--- config.mk ---
export PLATFORM = sky130hd
export DESIGN_NAME = pipe_stage_reg
export DESIGN_NICKNAME = d
export VERILOG_FILES = /design/src/rtl/pipe_stage_reg.sv
export SDC_FILE = /design/constraint.sdc
export NUM_CORES = 1
export LEC_CHECK = 0
export ABC_AREA = 1
export CORE_UTILIZATION = 35
export DETAILED_ROUTE_END_ITERATION = 7
export MAX_ROUTING_LAYER = met4
export SETUP_SLACK_MARGIN = 0.4
export SLEW_MARGIN = 15
export SYNTH_ARGS = -nofsm -noshare
export SYNTH_HDL_FRONTEND = slang
export SYNTH_SLANG_ARGS = --single-unit
export TNS_END_PERCENT = 5
--- constraint.sdc ---
create_clock -name clk -period 10.2 [get_ports clk]
set_input_delay 1.53 -clock clk [delete_from_list [all_inputs] [get_ports clk]]
set_output_delay 1.53 -clock clk [all_outputs]
set_load 0.1 [all_outputs]
--- src/rtl/pipe_stage_reg.sv ---
// Pipeline stage register with a valid/ready handshake, hazard stall, flush
// and an optional second (skid) entry. The control field is kept apart from
// the payload so that a flush or an empty stage always presents all-zero
// control bits downstream, while the payload is left untouched.
module pipe_stage_reg #(
  parameter int CTRL_W = 5,
  parameter int DATA_W = 143,
  parameter int SKID   = 1
) (
  input  logic              clk,
  input  logic              reset,
  input  logic              in_valid,
  output logic              in_ready,
  input  logic [CTRL_W-1:0] in_ctrl,
  input  logic [DATA_W-1:0] in_data,
  output logic              out_valid,
  input  logic              out_ready,
  output logic [CTRL_W-1:0] out_ctrl,
  output logic [DATA_W-1:0] out_data,
  input  logic              stall,
  input  logic              flush,
  output logic [1:0]        occupancy
);

  typedef enum logic [1:0] {
    EMPTY = 2'd0,
    MAIN  = 2'd1,
    BOTH  = 2'd2
  } state_t;

  state_t            state;
  state_t            state_next;

  logic [CTRL_W-1:0] main_ctrl;
  logic [DATA_W-1:0] main_data;
  logic [CTRL_W-1:0] skid_ctrl;
  logic [DATA_W-1:0] skid_data;

  logic              accept;
  logic              consume;
  logic              load_main_in;
  logic              load_main_skid;
  logic              clear_main_ctrl;
  logic              load_skid;
  logic              clear_skid;

  assign out_valid = (state != EMPTY);
  assign out_ctrl  = main_ctrl;
  assign out_data  = main_data;

  // Handshake readiness: the skid variant looks only at registered state so
  // in_ready never depends on out_ready; the single-entry variant may refill
  // in the same cycle it is drained.
  always_comb begin
    in_ready = 1'b0;
    if (SKID != 0) begin
      in_ready = ~stall & (state != BOTH);
    end else begin
      in_ready = ~stall & (~out_valid | out_ready);
    end
  end

  assign accept  = in_valid & in_ready;
  assign consume = out_valid & out_ready & ~stall;

  // Occupancy is reported straight from the state, one entry per held slot.
  always_comb begin
    occupancy = 2'd0;
    case (state)
      EMPTY:   occupancy = 2'd0;
      MAIN:    occupancy = 2'd1;
      BOTH:    occupancy = 2'd2;
      default: occupancy = 2'd0;
    endcase
  end

  // Next-state and register-load decisions; flush beats stall, which beats
  // any transfer. Whenever the stage drains, the main control field is
  // cleared so a bubble never carries live control bits.
  always_comb begin
    state_next      = state;
    load_main_in    = 1'b0;
    load_main_skid  = 1'b0;
    clear_main_ctrl = 1'b0;
    load_skid       = 1'b0;
    clear_skid      = 1'b0;
    if (flush) begin
      state_next      = EMPTY;
      clear_main_ctrl = 1'b1;
      clear_skid      = 1'b1;
    end else if (!stall) begin
      case (state)
        EMPTY: begin
          if (accept) begin
            state_next   = MAIN;
            load_main_in = 1'b1;
          end
        end
        MAIN: begin
          if (accept && consume) begin
            load_main_in = 1'b1;
          end else if (consume) begin
            state_next      = EMPTY;
            clear_main_ctrl = 1'b1;
          end else if (accept && (SKID != 0)) begin
            state_next = BOTH;
            load_skid  = 1'b1;
          end
        end
        BOTH: begin
          if (consume) begin
            state_next     = MAIN;
            load_main_skid = 1'b1;
            clear_skid     = 1'b1;
          end
        end
        default: begin
          state_next      = EMPTY;
          clear_main_ctrl = 1'b1;
          clear_skid      = 1'b1;
        end
      endcase
    end
  end

  // State register.
  always_ff @(posedge clk or posedge reset) begin
    if (reset) begin
      state <= EMPTY;
    end else begin
      state <= state_next;
    end
  end

  // Main (output) entry: loads from the input or promotes the skid entry;
  // the payload is retained when the stage empties.
  always_ff @(posedge clk or posedge reset) begin
    if (reset) begin
      main_ctrl <= '0;
      main_data <= '0;
    end else if (load_main_in) begin
      main_ctrl <= in_ctrl;
      main_data <= in_data;
    end else if (load_main_skid) begin
      main_ctrl <= skid_ctrl;
      main_data <= skid_data;
    end else if (clear_main_ctrl) begin
      main_ctrl <= '0;
    end
  end

  // Skid entry: catches the one extra beat accepted while main is blocked.
  always_ff @(posedge clk or posedge reset) begin
    if (reset) begin
      skid_ctrl <= '0;
      skid_data <= '0;
    end else if (clear_skid) begin
      skid_ctrl <= '0;
      skid_data <= '0;
    end else if (load_skid) begin
      skid_ctrl <= in_ctrl;
      skid_data <= in_data;
    end
  end

endmodule
==> results of run 1 <==
[layer usage]
| metal | routed length (um) | track usage, % | vias up |
|---|---|---|---|
| met5 | 0 | - | - |
| met4 | 1092 | 7.631 | 0 |
| met3 | 2377 | 3.488 | 71 |
| met2 | 17280 | 30.94 | 333 |
| met1 | 16140 | 28.35 | 5116 |
| li1 | - | - | 5104 |
[sequential cells by signal, indices dropped and copies added (netlist names)]
name       cells
out_data     143
skid_data    143
out_ctrl       5
skid_ctrl      5
state          2
[final cells by class]
type / instances / area, sq um / share of cell area (%)
Clock buffer: 59 / 1109 / 6.558
Multi-Input combinational cell: 878 / 4160 / 24.61
Antenna cell: 5 / 12.51 / 0.07402
Sequential cell: 298 / 7457 / 44.12
Tap cell: 455 / 569.3 / 3.368
Timing Repair Buffer: 315 / 3141 / 18.58
Inverter: 118 / 455.4 / 2.694
[per-stage QoR]
stage | utilization (%) | instances | cell area, sq um | setup WS, ps | hold slack, ps
after floorplan | - | 1394 | 12530 | 437.5 | 466.1
after global placement | 45.24 | 2064 | 15780 | 4996 | 470.6
after detailed placement | 45.24 | 2064 | 15780 | 5001 | 478.9
after CTS | 48.42 | 2123 | 16890 | 5315 | 491.3
after global routing | 48.46 | 2128 | 16900 | 5234 | 510.0
final | 48.46 | 2128 | 16900 | 5327 | 489.6
[synthesized netlist by cell type (all sizes together)]
| cell type | n |
|---|---|
| a21oi | 1 |
| a31oi | 1 |
| buf | 65 |
| clkbuf | 35 |
| dfrtp | 298 |
| inv | 118 |
| nand2 | 415 |
| nand3 | 248 |
| nand4 | 1 |
| nor2 | 10 |
| nor3 | 1 |
| o211ai | 95 |
| o21ai | 106 |
[power by group]
group          switching (mW)  total, mW  internal (mW)  leakage [nW]
Sequential             0.0714       1.37           1.30          3.94
Clock                   0.469       1.20          0.734         0.542
Combinational            1.00       1.31          0.304          2.88
Total                    1.54       3.88           2.33          7.37
[worst min-delay path, cell delays in order, from the launching register on]
cell and delay [ps]:
dfrtp_1 340, nand2_1 50, nand3_1 70
[worst max-delay path by stage]
stage / slack, ps / endpoint
floorplan: 440 / out_ctrl[0]
global placement: 5000 / out_ctrl[4]
detailed placement: 5000 / out_ctrl[3]
CTS: 5320 / in_ready
global route: 5230 / out_ctrl[3]
finish: 5330 / in_ready
[kinds of logic after synthesis]
kind of cell,after synthesis,synth area share [%]
buffers and inverters,218,7.569
DFF,298,59.51
and+or+nand+nor,675,22.91
AOI/OAI and AO/OA,203,10.01
==> metrics.txt, run 1 <==
# TYPE chip_impl_metric gauge
chip_impl_metric{name="min_delay_path_depth",unit=""} 2
chip_impl_metric{name="crit_arrival",unit="ps"} 3340
chip_impl_metric{name="synth.distinct_cells",unit=""} 19
chip_impl_metric{name="cts-hold-fix-buffers",unit=""} 0
chip_impl_info{name="kind_of_critical_path",value="input port to output pin"} 1
chip_impl_metric{name="synth_cells",unit=""} 1394
chip_impl_metric{name="route.vias.total",unit=""} 10624
chip_impl_metric{name="num_rows",unit=""} 68
chip_impl_metric{name="power_leakage",unit="nW"} 7.368
chip_impl_info{name="cpMaxStageDelayCell",value="clkdlybuf4s50_1"} 1
chip_impl_metric{name="drive_gt1_share",unit="%"} 4.556
chip_impl_metric{name="critical_path.max_fanout",unit=""} 4
chip_impl_info{name="worst_hold_startpoint",value="skid_data[121]"} 1
chip_impl_metric{name="count_of_clock_tree_sinks",unit=""} 298
chip_impl_metric{name="num-nets-final",unit=""} 1800
chip_impl_info{name="startpoint_type",value="input port"} 1
chip_impl_metric{name="yosysWarningCount",unit=""} 0
chip_impl_metric{name="setup.reg_to_reg.worst_slack",unit="ps"} 6690
chip_impl_info{name="rsz_0062_raised_after_global_routing",value="false"} 1
chip_impl_info{name="cpMostUsedCell",value="clkdlybuf4s50_1"} 1
chip_impl_metric{name="max_clock_freq",unit="GHz"} 0.2052
chip_impl_metric{name="stages_on_the_worst_setup_path",unit=""} 3
chip_impl_metric{name="required_time_worst_endpoint",unit="ps"} 8670
chip_impl_metric{name="final-setup-viol-count",unit=""} 0
chip_impl_metric{name="post-synth-top-area-fraction",unit="%"} 59.51
chip_impl_metric{name="cts.reportedPaths.clkPinSlew",unit="ps"} 60
chip_impl_metric{name="grt_first_pass_wirelength",unit="mm"} 58.71
chip_impl_info{name="min_delay_endpoint",value="out_data[121]"} 1
chip_impl_metric{name="number_of_flip_flops_and_latches_in_the_synthesized_netlist",unit=""} 298
chip_impl_info{name="netlist_top_cells_area",value="dfrtp_1, nand2_1, nand3_1"} 1
chip_impl_metric{name="synthToLayoutAreaGrowth",unit="%"} 34.90
chip_impl_metric{name="report.final.slew_viol_count",unit=""} 0
chip_impl_metric{name="nFillCells",unit=""} 3324
chip_impl_metric{name="drc",unit=""} 0
chip_impl_metric{name="antenna_violating_nets_post_route",unit=""} 0
chip_impl_metric{name="max_slew_margin",unit="%"} 26.72
chip_impl_metric{name="detailed_place_hpwl",unit="mm"} 22.03
chip_impl_metric{name="clock_tree.htree_level_count",unit=""} 2
chip_impl_metric{name="grt_pass1_vias",unit=""} 10538
chip_impl_metric{name="gp_routability_congestion",unit=""} 0.7839
chip_impl_metric{name="post_drt_wl_per_cell",unit="um"} 17.33
chip_impl_metric{name="first_pass_iters",unit=""} 5
chip_impl_metric{name="synth_area",unit="sq um"} 12530
chip_impl_info{name="cts-root-buf",value="clkbuf_16"} 1
chip_impl_metric{name="antenna_violations_before_repair",unit=""} 5
chip_impl_metric{name="maximum_number_of_pins_on_one_net_before_global_route_repair",unit=""} 168
chip_impl_metric{name="timing.final.crit_share",unit="%"} 47.77
chip_impl_metric{name="cap_viol_max_count",unit=""} 0
chip_impl_metric{name="post-cts-setup-buffer-count",unit=""} 0
chip_impl_metric{name="portBuffers",unit=""} 305
chip_impl_info{name="timing.critical_path.from",value="stall"} 1
chip_impl_metric{name="ys_seq_area_share",unit="%"} 59.51
chip_impl_info{name="critical_path_cell_sequence",value="clkdlybuf4s50_1 -> nor2_1 -> clkdlybuf4s50_1"} 1
chip_impl_metric{name="critical_path_buf_inv_count",unit=""} 2
chip_impl_info{name="tritoncts",value="done"} 1
chip_impl_metric{name="peak_vdd_ir",unit="mV"} 0.1392
chip_impl_metric{name="fp.dieW",unit="um"} 191.2
chip_impl_metric{name="design.die.area",unit="sq um"} 36560
chip_impl_info{name="run_status",value="finished clean"} 1
chip_impl_info{name="crit-reg2reg-launch",value="state[1]"} 1
chip_impl_metric{name="synth.avg_cell_area",unit="sq um"} 8.989
chip_impl_info{name="worstSetupEndpointType",value="output pin"} 1
chip_impl_metric{name="cts_buffers",unit=""} 35
chip_impl_metric{name="drt_first_iter_violations",unit=""} 784
chip_impl_metric{name="power_per_cell_area",unit="nW/um^2"} 229.3
chip_impl_metric{name="final_hold_viol_count",unit=""} 0
chip_impl_metric{name="ios",unit=""} 306
chip_impl_metric{name="grt_remaining_overflow",unit=""} 0
chip_impl_metric{name="die-height",unit="um"} 191.2
chip_impl_metric{name="worst_clock_skew",unit="ps"} 9.431
chip_impl_metric{name="worst_path_largest_cell_delay",unit="ps"} 1140
chip_impl_metric{name="post-route-min-period",unit="ps"} 4873
chip_impl_info{name="r2r_end",value="out_ctrl[3]"} 1
chip_impl_metric{name="cts.repair.resized",unit=""} 0
chip_impl_metric{name="worstRegToRegCells",unit=""} 10
chip_impl_metric{name="clk_latency",unit="ps"} 490
chip_impl_info{name="hold_path.class",value="register to register"} 1
chip_impl_info{name="post-synth-top-area-cell",value="dfrtp_1"} 1
chip_impl_metric{name="via_per_inst",unit=""} 4.992
chip_impl_metric{name="total_power",unit="mW"} 3.876
chip_impl_metric{name="clock_path_buffers",unit=""} 3
chip_impl_metric{name="track_usage",unit="%"} 20.75
chip_impl_info{name="cp_top_family",value="buffers and inverters"} 1
chip_impl_metric{name="postSynthNetCount",unit=""} 1548
chip_impl_metric{name="initial_core_util",unit="%"} 35.92
chip_impl_metric{name="worstMarginPinSlew",unit="ps"} 1096
chip_impl_metric{name="core-area",unit="sq um"} 34880
chip_impl_metric{name="setup_total_negative_slack",unit="ps"} 0
chip_impl_info{name="most_frequent_cells_in_the_layout",value="nand2_1, clkdlybuf4s50_1, dfrtp_1"} 1
chip_impl_info{name="most_common_library_cell_in_the_layout_ignoring_fill_and_taps",value="nand2_1"} 1
chip_impl_metric{name="drt_wl_total",unit="mm"} 36.89
Power figures use the tool's default switching activity.
==> inputs of run 2 (changes only) <==
==> constraint.sdc (replaced) <==
create_clock -name clk -period 4.6 [get_ports clk]
set_input_delay 0.69 -clock clk [delete_from_list [all_inputs] [get_ports clk]]
set_output_delay 0.69 -clock clk [all_outputs]
set_load 0.1 [all_outputs]
==> run 2 against run 1 <==
Net effect:
- final area is 0.94% higher
- routed wire length is 0.47% higher
- combinational power up 120%
- clock power grew 130%
- total power is 120% higher
- critical path depth rose by 1
- largest power group unchanged
==> metrics.txt, run 2 (synthesis results as in run 1) <==
# TYPE chip_impl_metric gauge
chip_impl_info{name="run_status",value="finished clean"} 1
chip_impl_info{name="min_delay_endpoint",value="out_data[119]"} 1
chip_impl_metric{name="post_drt_wl_per_cell",unit="um"} 17.37
chip_impl_metric{name="cts-hold-fix-buffers",unit=""} 0
chip_impl_metric{name="setup.reg_to_reg.worst_slack",unit="ps"} 2240
chip_impl_metric{name="count_of_clock_tree_sinks",unit=""} 298
chip_impl_metric{name="detailed_place_hpwl",unit="mm"} 22.63
chip_impl_info{name="cpMaxStageDelayCell",value="clkdlybuf4s50_1"} 1
chip_impl_info{name="cts-root-buf",value="clkbuf_16"} 1
chip_impl_metric{name="gp_routability_congestion",unit=""} 0.7918
chip_impl_info{name="crit-reg2reg-launch",value="state[1]"} 1
chip_impl_metric{name="cap_viol_max_count",unit=""} 0
chip_impl_info{name="startpoint_type",value="register"} 1
chip_impl_metric{name="final_hold_viol_count",unit=""} 0
chip_impl_metric{name="worstRegToRegCells",unit=""} 8
chip_impl_metric{name="die-height",unit="um"} 191.2
chip_impl_metric{name="antenna_violations_before_repair",unit=""} 1
chip_impl_info{name="kind_of_critical_path",value="register to output pin"} 1
chip_impl_metric{name="num_rows",unit=""} 68
chip_impl_metric{name="nFillCells",unit=""} 3309
chip_impl_metric{name="antenna_violating_nets_post_route",unit=""} 0
chip_impl_metric{name="crit_arrival",unit="ps"} 2500
chip_impl_metric{name="place_ws",unit="ps"} 1404
chip_impl_metric{name="track_usage",unit="%"} 20.84
chip_impl_metric{name="design.die.area",unit="sq um"} 36560
chip_impl_metric{name="clock_path_buffers",unit=""} 3
chip_impl_metric{name="drive_gt1_share",unit="%"} 5.188
chip_impl_metric{name="drt_wl_total",unit="mm"} 37.06
chip_impl_metric{name="portBuffers",unit=""} 305
chip_impl_metric{name="post-cts-setup-buffer-count",unit=""} 0
chip_impl_metric{name="initial_core_util",unit="%"} 35.92
chip_impl_metric{name="total_power",unit="mW"} 8.699
chip_impl_info{name="rsz_0062_raised_after_global_routing",value="false"} 1
chip_impl_info{name="worstSetupEndpointType",value="output pin"} 1
chip_impl_metric{name="cts.repair.resized",unit=""} 0
chip_impl_metric{name="cts_buffers",unit=""} 35
chip_impl_metric{name="route.vias.total",unit=""} 10733
chip_impl_metric{name="maximum_number_of_pins_on_one_net_before_global_route_repair",unit=""} 134
chip_impl_metric{name="min_delay_path_depth",unit=""} 2
chip_impl_metric{name="cts.reportedPaths.clkPinSlew",unit="ps"} 60
chip_impl_metric{name="synthToLayoutAreaGrowth",unit="%"} 36.17
chip_impl_metric{name="timing.final.crit_share",unit="%"} 69.32
chip_impl_metric{name="power_per_cell_area",unit="nW/um^2"} 509.8
chip_impl_info{name="hold_path.class",value="register to register"} 1
chip_impl_info{name="tritoncts",value="done"} 1
chip_impl_metric{name="max_slew_margin",unit="%"} 28.21
chip_impl_metric{name="power_leakage",unit="nW"} 7.447
chip_impl_info{name="most_frequent_cells_in_the_layout",value="nand2_1, clkdlybuf4s50_1, dfrtp_1"} 1
chip_impl_metric{name="critical_path.max_fanout",unit=""} 8
chip_impl_metric{name="required_time_worst_endpoint",unit="ps"} 3910
chip_impl_metric{name="first_pass_iters",unit=""} 5
chip_impl_metric{name="num-nets-final",unit=""} 1808
chip_impl_info{name="critical_path_cell_sequence",value="nand2_2 -> inv_1 -> nor2_1 -> clkdlybuf4s50_1"} 1
chip_impl_info{name="worst_hold_startpoint",value="skid_data[119]"} 1
chip_impl_metric{name="worstMarginPinSlew",unit="ps"} 1073
chip_impl_info{name="most_common_library_cell_in_the_layout_ignoring_fill_and_taps",value="nand2_1"} 1
chip_impl_metric{name="drc",unit=""} 0
chip_impl_metric{name="drt_first_iter_violations",unit=""} 861
chip_impl_metric{name="max_clock_freq",unit="GHz"} 0.3136
chip_impl_metric{name="final-setup-viol-count",unit=""} 0
chip_impl_info{name="timing.critical_path.from",value="state[1]"} 1
chip_impl_metric{name="ios",unit=""} 306
chip_impl_metric{name="fp.dieW",unit="um"} 191.2
chip_impl_metric{name="clock_tree.htree_level_count",unit=""} 2
chip_impl_metric{name="grt_remaining_overflow",unit=""} 0
chip_impl_metric{name="grt_first_pass_wirelength",unit="mm"} 59.10
chip_impl_metric{name="clk_latency",unit="ps"} 490
chip_impl_metric{name="layout_setup_ws",unit="ps"} 1411
chip_impl_metric{name="peak_vdd_ir",unit="mV"} 0.3068
chip_impl_metric{name="worst_path_largest_cell_delay",unit="ps"} 1140
chip_impl_metric{name="report.final.slew_viol_count",unit=""} 0
chip_impl_metric{name="worst_clock_skew",unit="ps"} 10.56
chip_impl_metric{name="grt_pass1_vias",unit=""} 10658
chip_impl_info{name="r2r_end",value="out_data[90]"} 1
chip_impl_metric{name="core-area",unit="sq um"} 34880
chip_impl_metric{name="via_per_inst",unit=""} 5.032
chip_impl_metric{name="post-route-min-period",unit="ps"} 3189
-- run 2: report_power, final --
group          switching [mW]  internal (mW)
clock                    1.05           1.71
sequential              0.159           2.87
combinational            2.22          0.680
total                    3.43           5.27
-- run 2: through the flow --
stage          hold WS [ps]  area, sq um  cells  utilization, %  TNS [ps]
2_1_floorplan         466.1        12530   1394               -    -14630
3_3_place_gp          471.5        15910   2072           45.62         0
3_5_place_dp          479.8        15910   2072           45.62         0
4_1_cts               491.9        17060   2132           48.91         0
5_1_grt               511.3        17060   2133           48.91         0
6_report              489.6        17060   2133           48.91         0
-- run 2: how the worst max path moves through the flow --
stage / slack [ps] / cells past startpoint / end
finish: 1410 / 4 / in_ready
global route: 1320 / 4 / in_ready
CTS: 1390 / 4 / in_ready
detailed placement: 1400 / 3 / in_ready
global placement: 1380 / 3 / in_ready
floorplan: -50 / 1 / out_ctrl[0]
-- run 2: area by class of cell --
| type | count | area, sq um | area share, % |
|---|---|---|---|
| Sequential cell | 298 | 7457 | 43.70 |
| Multi-Input combinational cell | 878 | 4160 | 24.38 |
| Timing Repair Buffer | 323 | 3276 | 19.20 |
| Clock buffer | 54 | 1037 | 6.079 |
| Tap cell | 455 | 569.3 | 3.337 |
| Inverter | 118 | 451.7 | 2.647 |
| Clock inverter | 6 | 108.9 | 0.6380 |
| Antenna cell | 1 | 2.502 | 0.01467 |
-- run 2: worst max-delay path, delay by kind of cell, from the launching register on --
family,cells,cell delay (ps)
simple gates,2,260
flops,1,500
buf+inv,2,1240
-- run 2: layer usage --
metal	vias up	global-route usage, %	share of wire [%]
met5	-	-	0
met4	0	7.723	3.6
met3	75	2.919	5.3
met2	320	30.99	46
met1	5223	28.91	45
li1	5115	-	-
